--- src/rtl/light_pkg.sv ---
// light_pkg: phase encodings and lamp one-hot patterns shared by the sequencer.
package light_pkg;
  typedef enum logic [1:0] {STANDBY = 2'd0, RED = 2'd1, GREEN = 2'd2, YELLOW = 2'd3} state_t;
  localparam logic [2:0] LAMP_OFF = 3'b000;
  localparam logic [2:0] LAMP_RED = 3'b100;
  localparam logic [2:0] LAMP_YEL = 3'b010;
  localparam logic [2:0] LAMP_GRN = 3'b001;
  function automatic logic [2:0] lamp(input state_t s);
    return s == RED ? LAMP_RED : s == GREEN ? LAMP_GRN : s == YELLOW ? LAMP_YEL : LAMP_OFF;
  endfunction
endpackage

--- src/rtl/sec_tick.sv ---
// sec_tick: one-cycle pulse every TICKS_PER_SEC cycles, restartable via clr.
module sec_tick #(
  parameter int TICKS_PER_SEC = 10000
) (
  input  logic Div_CLK,
  input  logic Rst_n,
  input  logic clr,
  output logic tick,
  output logic half
);
  localparam int W = TICKS_PER_SEC > 1 ? $clog2(TICKS_PER_SEC) : 1;
  logic [W-1:0] cnt;
  assign tick = cnt == W'(TICKS_PER_SEC - 1);
  assign half = cnt < W'(TICKS_PER_SEC / 2);
  always_ff @(posedge Div_CLK) begin
    if (!Rst_n || clr || tick) cnt <= '0;
    else cnt <= cnt + W'(1);
  end
endmodule

--- src/rtl/light_sequencer.sv ---
// light_sequencer: red/green/yellow traffic light with standby blink and pedestrian shortening.
module light_sequencer
  import light_pkg::*;
#(
  parameter int TICKS_PER_SEC = 10000,
  parameter int RED_TIME      = 30,
  parameter int GREEN_TIME    = 25,
  parameter int YELLOW_TIME   = 5,
  parameter int PED_MIN       = 5
) (
  input  logic       Div_CLK,
  input  logic       Rst_n,
  input  logic       run_sw,
  input  logic       ped_req,
  output logic [2:0] light,
  output logic [7:0] remain,
  output logic [1:0] phase
);
  if (RED_TIME < 1 || RED_TIME > 255) begin : g_bad_red
    $error("RED_TIME out of range");
  end
  if (GREEN_TIME < 1 || GREEN_TIME > 255) begin : g_bad_green
    $error("GREEN_TIME out of range");
  end
  if (YELLOW_TIME < 1 || YELLOW_TIME > 255) begin : g_bad_yellow
    $error("YELLOW_TIME out of range");
  end
  if (PED_MIN < 1 || PED_MIN > GREEN_TIME) begin : g_bad_ped
    $error("PED_MIN out of range");
  end
  localparam logic [7:0] R8 = 8'(RED_TIME);
  localparam logic [7:0] G8 = 8'(GREEN_TIME);
  localparam logic [7:0] Y8 = 8'(YELLOW_TIME);
  localparam logic [7:0] P8 = 8'(PED_MIN);
  state_t state, nxt, adv;
  logic tick, half, clr, ped_ok;
  logic [7:0] remain_nxt;
  logic [2:0] light_nxt;
  assign phase = state;
  assign clr = nxt != state;
  sec_tick #(.TICKS_PER_SEC(TICKS_PER_SEC)) u_tick (
    .Div_CLK(Div_CLK),
    .Rst_n  (Rst_n),
    .clr    (clr),
    .tick   (tick),
    .half   (half)
  );
  always_ff @(posedge Div_CLK) begin
    if (!Rst_n) begin
      state  <= STANDBY;
      remain <= 8'd0;
      light  <= LAMP_OFF;
    end else begin
      state  <= nxt;
      remain <= remain_nxt;
      light  <= light_nxt;
    end
  end
  always_comb begin
    adv = state == RED ? GREEN : state == GREEN ? YELLOW : RED;
    nxt = state == STANDBY ? (run_sw ? RED : STANDBY) :
          !run_sw ? STANDBY :
          (tick && remain == 8'd1) ? adv : state;
  end
  // ped shortening needs remain > PED_MIN >= 1, so it never collides with a phase advance
  always_comb begin
    ped_ok = state == GREEN && ped_req && remain > P8;
    remain_nxt = nxt == STANDBY ? 8'd0 :
                 state == STANDBY ? R8 :
                 ped_ok ? P8 :
                 nxt != state ? (nxt == GREEN ? G8 : nxt == YELLOW ? Y8 : R8) :
                 tick ? remain - 8'd1 : remain;
    light_nxt = nxt == STANDBY ? ((state == STANDBY && half) ? LAMP_YEL : LAMP_OFF) : lamp(nxt);
  end
endmodule

--- config.mk ---
export PLATFORM = sky130hd
export DESIGN_NAME = light_sequencer
export DESIGN_NICKNAME = d
export VERILOG_FILES = /design/src/rtl/light_pkg.sv /design/src/rtl/sec_tick.sv /design/src/rtl/light_sequencer.sv
export SDC_FILE = /design/constraint.sdc
export NUM_CORES = 1
export LEC_CHECK = 0
export ABC_CLOCK_PERIOD_IN_PS = 3300
export CAP_MARGIN = 20
export CORE_UTILIZATION = 55
export DETAILED_ROUTE_END_ITERATION = 8
export PLACE_DENSITY = 0.78
export SLEW_MARGIN = 15
export SYNTH_ARGS = -nofsm -noshare
export SYNTH_HDL_FRONTEND = slang
export SYNTH_SLANG_ARGS = --single-unit
--- constraint.sdc ---
create_clock -name Div_CLK -period 3.3 [get_ports Div_CLK]
set_clock_uncertainty 0.05 [all_clocks]
set_input_delay 0.495 -clock Div_CLK [delete_from_list [all_inputs] [get_ports Div_CLK]]
set_output_delay 0.495 -clock Div_CLK [all_outputs]
set_load 0.1 [all_outputs]
Word-level counts from Yosys, hierarchy flattened
Index checks and enable logic that the tools add are counted.

storage, ports and cells
  register bits = 27
  input port bits = 4
  output and inout port bits = 13

cells by class
  add/sub/neg operators = 2
  $lt $le $gt $ge = 2
  equality and inequality tests = 8
  mux-type cells = 17
  bitwise gates (word level) = 1
  reductions and logical operators = 15

operator list
  cell                   count
  $mux 5                 4
  $mux 2                 8
  $mux 8                 2
  $add 14x1->14 const B  1
  $eq 14x14->1 const B   1
  $lt 14x13->1 const B   1
  $eq 8x1->1 const B     1
  $gt 8x3->1 const B     1
  $sub 8x1->8 const B    1
  $eq 2x2->1 const B     3
  $mux 3                 2
  $eq 2x1->1 const B     2
  $logic_and 1x1->1      4
  $logic_not 2->1        2
  $reduce_bool 4->1      1
  $reduce_or 4->1        1
  $reduce_bool 3->1      1
  $reduce_or 3->1        1
  $logic_or 1x1->1       2
  $ne 2x2->1             1
  $reduce_bool 2->1      1
  $reduce_or 2->1        1
  $logic_not 1->1        1
  $mux 1                 1
  $not 1->1              1

Depth between registers and ports, before layout
  depth in word-level cells = 12
  depth in mapped cells = 11
  gate-level depth less buffers = 8

By module
A second synthesis with hierarchy kept.

second synthesis, totals
  cell total of the unflattened synthesis = 178
  area total of the unflattened synthesis = 1,580.3 um^2

by module, submodules not included
  module           times used  cells an instance  area an instance (um^2)
  light_sequencer  1           102                917.1
  sec_tick         1           76                 663.1

Least setup slack after synthesis
Ideal clock, no wire load.

  kind = register to register
  start point = register state[0], in the netlist phase[0]
  end point = register remain[5]
  setup time = 0.074 ns
  arrival = 2.946 ns
  path slack = 0.230 ns
  stages on the path, launching flop included = 9
  period minus slack after synthesis = 3.070 ns
  cell sequence = dfxtp_1 clkbuf_1 inv_1 ha_1 a32o_1 a222oi_1 o21ai_2 or3_4 nor3_2

on the way
  word-level cells in the longest chain between the ends = 8
  elaborated cells on any way between the ends = 15
  classes of those cells = eq/ne (3); mux (6); reduce/logical (6)

ends and longest elaborated chain
  element                                               line                                          RTL
  start, declared                                       light_sequencer.sv:35                         state_t state, nxt, adv;
  start signal, assigned                                light_sequencer.sv:54                         state <= nxt;
  $eq 2x2->1                                            light_sequencer.sv:60, light_sequencer.sv:67
  $mux 2 (2 in series)                                  light_sequencer.sv:60                         adv = state == RED ? GREEN : state == GREEN ? YELLOW : RED;
  $mux 2                                                light_sequencer.sv:63                         (tick && remain == 8'd1) ? adv : state;
  $mux 2                                                light_sequencer.sv:62                         !run_sw ? STANDBY :
  $mux 2                                                light_sequencer.sv:61                         nxt = state == STANDBY ? (run_sw ? RED : STANDBY) :
  $ne 2x2->1 / $logic_not 2->1 (equally long branches)  light_sequencer.sv:71, light_sequencer.sv:68
  $mux 8 (tied with other cells)                        light_sequencer.sv:71                         nxt != state ? (nxt == GREEN ? G8 : nxt == YELLOW ? Y8 : R8) :
  end signal, assigned                                  light_sequencer.sv:55                         remain <= remain_nxt;
  end, declared                                         light_sequencer.sv:16                         output logic [7:0] remain,

Several ways; a longest one is shown, not always the timed one.
A chain may end at the register's enable or synchronous reset.

Worst setup path in the final report
  start point = register state[0], in the netlist phase[0]
  end point = register remain[2]

on the way
  word-level cells in the longest chain between the ends = 11
  elaborated cells on any way between the ends = 19
  classes of those cells = eq/ne (4); mux (9); reduce/logical (6)

ends and longest elaborated chain
  element               line                                          RTL
  $eq 2x2->1            light_sequencer.sv:60, light_sequencer.sv:67
  $mux 2 (2 in series)  light_sequencer.sv:60
  $mux 2                light_sequencer.sv:63
  $mux 2                light_sequencer.sv:62
  $mux 2                light_sequencer.sv:61
  $eq 2x2->1            light_sequencer.sv:71
  $mux 5                light_sequencer.sv:71
  $mux 8                light_sequencer.sv:71
  $mux 5                light_sequencer.sv:70                         ped_ok ? P8 :
  $mux 5                light_sequencer.sv:69                         state == STANDBY ? R8 :

Several ways; a longest one is shown, not always the timed one.

==> implementation parameters <==
Parameter                              Value

Global routing
  Residual overflow from global routing ... 0
  Largest net degree at the start of global routing ... 16
  Initial antenna violation count ... 0
  GRT Util Overall ... 23.6%
  Via count of the first global-routing pass ... 1196
  First-pass GRT wire length ... 5110 um

Logic synthesis
  Library cell occupying the most area in the post-synthesis netlist ... sky130_fd_sc_hd__dfxtp_1
  Synth area leaders ... sky130_fd_sc_hd__dfxtp_1 35%, sky130_fd_sc_hd__nor2_1 6.4%, sky130_fd_sc_hd__xnor2_1 6.3%
  Parity-gate share of the synthesized area counting xor and xnor cells ... 9.75%
  Main combinational cell family by area after synthesis ... simple AND/OR/NAND/NOR gates
  Gate count of the mapped netlist ... 179
  Share of synthesized cell area in and, or, nand and nor gates ... 28.7%
  Adder and majority cell fraction of the synthesized area ... 4.91%
  Synthesized area per cell ... 8.53 um2
  Multiplexer fraction of the synthesized cell area ... 0.655%
  Commonest register cell after synthesis ... sky130_fd_sc_hd__dfxtp_1
  Flip-flop and latch count after synthesis ... 27
  Compound-gate portion of the synthesized area ... 16.1%
  Seq/Total Area, Yosys ... 35.4%
  Combined area of all synthesized cells ... 1530 um2
  Synth warnings ... 0
  Net Count, Synth ... 189
  Number of distinct library cell variants in the gate-level netlist after synthesis ... 45
  Fraction of registers with async set/reset ... 0%
  Number of synthesized flops with an enable pin ... 0
  Share of the synthesized area in the top cell type ... 35.4%

STA
  Final hold violations ... 0
  Tightest Pin Transition ... 988 ps
  Achievable clock frequency ... 0.384 GHz
  Unrepaired setup endpoints after global routing ... no
  Setup slack after layout ... 695 ps
  Final Slew Violations ... 0
  Final critical delay including setup and external delays ... 2600 ps
  Sum of negative setup slack ... 0 ps
  Max transition margin ... 33.9%
  Final setup violation count ... 0
  Tcrit/Tclk final ... 78.9%

Routing
  Remaining design rule violation count ... 0
  Drt pass-1 iters ... 4
  Antenna viol nets, final ... 0
  Number of violations reported at the end of detailed-routing iteration 0 ... 37
  Via density ... 6.02
  Routed length per placed instance ... 14.4 um
  Via count ... 1349
  Drt total wl ... 3230 um

Final layout
  Finished Cell Area ... 1710 um2
  Inserted Diodes ... 0
  Area added between synthesis and finish ... 11.9%
  Multi-input gate area ... 920 um2
  Net total in the final layout ... 205
  Commonest cells after routing, fill and taps aside ... 27 x sky130_fd_sc_hd__dfxtp_1, 26 x sky130_fd_sc_hd__nor2_1, 11 x sky130_fd_sc_hd__xnor2_1, 10 x sky130_fd_sc_hd__inv_1, 10 x sky130_fd_sc_hd__nand3_1
  Fraction of layout cells with a size suffix above 1 ... 11.3%
  Leading cell type in the layout, fill and taps excluded ... sky130_fd_sc_hd__dfxtp_1
  Storage element area ... 541 um2
  # fillers ... 222

Run
  Total of max-cap violations ... 0

Clocking
  Root Buffer ... sky130_fd_sc_hd__clkbuf_4
  H-Tree Level Count ... 1
  Clock Tree Buf Depth ... 2
  Count of cells resized by post-cts repair ... 0
  CTS tree ... done
  Number of clock buffers inserted by TritonCTS ... 3
  Num Clock Sinks ... 27
  Clk pin slew, worst setup/hold paths ... 150 ps
  Insertion delay of the later-clocked pin in the worst-skew pair ... 330 ps
  Hold_buf cts ... 0
  Setup Buffers After CTS ... 0

Critical path
  Capture point of the worst reg-to-reg path ... remain[2]
  Worst Setup Start Kind ... flip-flop
  Count of buffer and inverter cells on the critical path ... 1
  Cell at the slowest stage of the critical path ... sky130_fd_sc_hd__dfxtp_1
  Worst R2R Start ... phase[0]
  Worst reg2reg setup slack ... 700 ps
  WS Path Type ... reg2reg
  Crit path required time ... 3500 ps
  Depth of the critical timing path with buffers and inverters included ... 7
  Depth of the most critical reg-to-reg path ... 7
  Series of cell instances along the critical path ... inv_1 -> ha_1 -> a32o_1 -> a222oi_1 -> o21ai_2 -> or3_1 -> a31oi_1
  Slowest stage delay, CP ... 540 ps
  Cell family with most CP delay ... compound AO/OA/AOI/OAI gates
  Crit path capture type ... flip-flop
  CP Data Arrival Time ... 2810 ps
  Biggest fanout along the worst timing path ... 9

Placed design
  Area after DPL ... 1680 um2
  Buffers on Ports ... 16
  Placement Setup Slack ... 656 ps
  Half-perimeter wire length after placement ... 2450 um
  Last weighted congestion value of the routability-driven placer ... 0.947

Hold path
  Number of cells on the worst hold path ... 1
  Worst hold start ... u_tick.cnt[0]
  Min-delay worst type ... reg2reg
  Endpoint of the worst hold path ... u_tick.cnt[0]

Floorplanning
  Initial standard-cell utilization of the core ... 60.0%
  Top-level I/O count ... 17
  Die outline area ... 2990 um2
  Cell row count ... 18
  Vertical die dimension ... 54.7 um
  Core area ... 2540 um2
  X dimension of the die ... 54.7 um

Pwr
  Worst vdd ir ... 0.318 mV
  Power per standard cell area ... 356 nW/um2
  Leakage dissipation ... 0.634 nW

Status
  Run status ... completed
==> kinds of logic after synthesis <==
logic type	after synthesis
compound gates	32
xor+xnor	17
fa+ha+maj	6
buf+inv	16
flops	27
mux	1
simple gates	80
==> worst reg2reg max path: stages (launching register included) <==
cell and delay [ps]:
sky130_fd_sc_hd__dfxtp_1 540, sky130_fd_sc_hd__inv_1 150, sky130_fd_sc_hd__ha_1 360, sky130_fd_sc_hd__a32o_1 270, sky130_fd_sc_hd__a222oi_1 470, sky130_fd_sc_hd__o21ai_2 180
sky130_fd_sc_hd__or3_1 380, sky130_fd_sc_hd__a31oi_1 160
==> final cells by class <==
cell class                      count  share of cell area, %
Clock buffer                        3                   1.32
Tap cell                           30                   2.20
Timing Repair Buffer               16                   8.35
Multi-Input combinational cell    136                   53.8
Inverter                           11                   2.42
Clock inverter                      1                  0.293
Sequential cell                    27                   31.6
==> sequential cells by signal, indices dropped and copies added, names as in the netlist <==
signal      flops
light           3
phase           2
remain          8
u_tick.cnt     14
==> stage by stage <==
step                std cells  hold WS [ps]  total power [mW]  utilization (%)
floorplan                 179           376             0.443                -
global placement          220           389             0.468             66.1
detailed placement        220           408             0.470             66.1
CTS                       224           437             0.609             67.2
global route              224           469             0.630             67.2
finish                    224           437             0.608             67.2
==> power breakdown <==
part	total, mW	internal (mW)	switching (mW)
clock	0.144	0.0454	0.0982
sequential	0.343	0.334	0.00911
combinational	0.121	0.0339	0.0874
==> layer usage <==
metal,share of wire (%),global-route usage (%),wire (um)
met1,47,30.4,1530
met2,48,39.6,1550
met3,4.1,5.56,131
met4,0.46,5.13,15
met5,0,0,0
==> synth_stat cells, drive strengths merged (2+ instances only) <==
library cell   n
nor2          26
inv           11
and3           7
nand4          3
and2           2
a21oi          5
a2111oi        2
a211oi         2
nor2b          2
nand3b         2
buf            4
xnor2         11
o211ai         2
nor4           2
dfxtp         27
or3            4
o311a          2
or4            2
nand3         10
o21ai          7
o21a           2
xor2           6
nor3           8
nand2          7
a31oi          6
ha             6
==> worst max-delay path by stage <==
stage             start              to  slack, ps
2_1_floorplan  phase[0]       remain[5]        230
3_3_place_gp     run_sw       remain[6]        770
3_5_place_dp     run_sw       remain[6]        660
4_1_cts        phase[0]       remain[6]        720
5_1_grt        phase[0]  u_tick.cnt[10]        540
6_report       phase[0]       remain[2]        700
No activity file was read; power rests on OpenSTA's default activity.
==> RTL edit, RTL diff (config.mk and constraints unchanged) <==
`TICKS_PER_SEC` is set to 10000 in 2 places; all go to 20000.
--- a/src/rtl/sec_tick.sv
+++ b/src/rtl/sec_tick.sv
@@ -1,6 +1,6 @@
 // sec_tick: one-cycle pulse every TICKS_PER_SEC cycles, restartable via clr.
 module sec_tick #(
-  parameter int TICKS_PER_SEC = 10000
+  parameter int TICKS_PER_SEC = 20000
 ) (
   input  logic Div_CLK,
   input  logic Rst_n,
--- a/src/rtl/light_sequencer.sv
+++ b/src/rtl/light_sequencer.sv
@@ -2,7 +2,7 @@
 module light_sequencer
   import light_pkg::*;
 #(
-  parameter int TICKS_PER_SEC = 10000,
+  parameter int TICKS_PER_SEC = 20000,
   parameter int RED_TIME      = 30,
   parameter int GREEN_TIME    = 25,
   parameter int YELLOW_TIME   = 5,
Function: no difference found for any inputs over 10 cycles, from zero or initial values and one cycle with Rst_n low; that may be too few to reach the edited logic, so the function may still have changed.
==> RTL edit against the original RTL <==
- die area up 0.31%
- count of clock-buffer cells in the layout up 1
- area after synthesis up 0.33%
- maximum frequency up 1.3%
- design area up 1.6%
- via count down 1.6%
- total power up 7.6%
- wire length up 5.1%
- sequential cell count up 1
- worst setup slack better by 35 ps
- non-clock buffer count unchanged
- highest routed layer unchanged
==> RTL edit: results (changes against the original RTL) <==
global_routing:
  grt_pass1_vias: 1169  # was 1196
  grt.total_usage_pct: 25.07  # was 23.62%
  grt_pass1_wl_microns: 5278  # was 5106 microns
timing:
  holdWs_ps: 429.3  # was 436.8 ps
  tightest_slew_ps: 963.2  # was 987.8 ps
  max_freq_mhz: 389.1  # was 383.9 MHz
route:
  vias: 1327  # was 1349
  routedWlPerCell_microns: 15.22  # was 14.41 microns
  drt_iter0_drc: 43  # was 37
yosys:
  synthCells: 175  # was 179
  syn_nets: 185  # was 189
  ys_top_cells_by_area: "dfxtp_1 (37%), nor2_1 (5.9%), xnor2_1 (5.7%)"  # was dfxtp_1 (35%), nor2_1 (6.4%), xnor2_1 (6.3%)
  synth.distinct_cells: 47  # was 45
  synth-seq-area-share_pct: 36.57  # was 35.38%
  ys_top_cells_by_count: "dfxtp_1 (28), nor2_1 (24), nand2_1 (14)"  # was dfxtp_1 (27), nor2_1 (26), xnor2_1 (11)
status:
  run_status: "finished, final reports clean"  # unchanged
final_layout:
  fillCellCount: 226  # was 222
  drive_above_1_share_pct: 12.95  # was 11.34%
  reg_top3: "u_tick.cnt x15, remain x8, light x3"  # was u_tick.cnt x14, remain x8, light x3
  nets: 204  # was 205
placed_design:
  dp_slack_ps: 619.8  # was 656.0 ps
  dpl.cell_count: 219  # was 220
  io_buffers: 16  # unchanged
  dp_hpwl_microns: 2550  # was 2450 microns
  place.gp.congestion: 0.8668  # was 0.9466
setup_path:
  crit_arrival_ps: 2790  # was 2810 ps
  regToRegSetupSlack_ps: 730  # was 700 ps
clocking:
  clockRootBuffer: "clkbuf_4"  # unchanged
  cts-buffers-inserted: 3  # unchanged
power_and_ir_drop:
  peakVddDrop_mv: 0.3606  # was 0.3178 mV
  leakage_nw: 0.6482  # was 0.6340 nW
  internal_power_mw: 0.4568  # was 0.4132 mW
## RTL edit: changes by cell type after synthesis, moves of 3 or more
cell	before	now
xor2_1	6	10
nand2_1	7	14
a221o_1	0	3
a31oi_1	6	0
a21oi_1	4	10
o21ai_0	5	1
nand3_1	10	5
buf_2	3	0
inv_1	10	6
## RTL edit: final cells by class
cell class	instances	area, sq um	share of cell area (%)
flip-flops and latches	28	560.5	32.28
well taps	30	37.54	2.161
clock buffers	4	36.28	2.089
inverters	7	26.28	1.513
repair buffers	16	137.6	7.925
multi-input cells	138	938.4	54.03
## RTL edit: critical path, stage by stage, from the launching register on
cell and delay (ps):
dfxtp_1 420, inv_1 160, ha_1 390, nor2b_1 160, a21oi_1 370, nor2b_1 190
or2_2 350, a221o_1 270, a21oi_1 130
## RTL edit: per-layer routing
metal | vias to the layer above | routed length (microns) | global-route usage (%) | share of wire (%)
met2 | 35 | 1562 | 40.36 | 46
met5 | - | 0 | 0 | 0
li1 | 661 | - | - | -
met3 | 4 | 172 | 6.111 | 5.1
met4 | 0 | 29 | 5.983 | 0.85
met1 | 627 | 1629 | 33.28 | 48
## RTL edit: through the flow
| stage | utilization (%) | cell area (sq um) | total power, mW |
|---|---|---|---|
| floorplan | - | 1533 | 0.4652 |
| global placement | 66.81 | 1700 | 0.4942 |
| detailed placement | 66.81 | 1700 | 0.4974 |
| CTS | 68.24 | 1737 | 0.6559 |
| global route | 68.24 | 1737 | 0.6784 |
| finish | 68.24 | 1737 | 0.6538 |
## RTL edit: power by group through the flow
| stage | combinational, mW | clock (mW) | sequential [mW] |
|---|---|---|---|
| 2_1_floorplan | 0.0618 | 0 | 0.403 |
| 3_3_place_gp | 0.131 | 0 | 0.364 |
| 3_5_place_dp | 0.133 | 0 | 0.364 |
| 4_1_cts | 0.134 | 0.165 | 0.356 |
| 5_1_grt | 0.144 | 0.176 | 0.358 |
| 6_report | 0.135 | 0.162 | 0.357 |
## RTL edit: cells by family (layout without fill, tap and decap cells)
| logic type | Yosys count | after routing | synth area share, % |
|---|---|---|---|
| compound gates | 31 | 31 | 16.33 |
| xor+xnor | 20 | 20 | 11.43 |
| fa+ha+maj | 6 | 6 | 4.898 |
| buf+inv | 9 | 27 | 2.204 |
| flops | 28 | 28 | 36.57 |
| mux | 1 | 1 | 0.6531 |
| simple gates | 80 | 80 | 27.92 |
## RTL edit: worst paths after layout
kind                 startpoint             to  cells after the start
hold / removal    u_tick.cnt[0]  u_tick.cnt[0]                      1
setup / recovery       phase[0]      remain[1]                      8
setup reg to reg       phase[0]      remain[1]                      8
hold reg to reg   u_tick.cnt[0]  u_tick.cnt[0]                      1
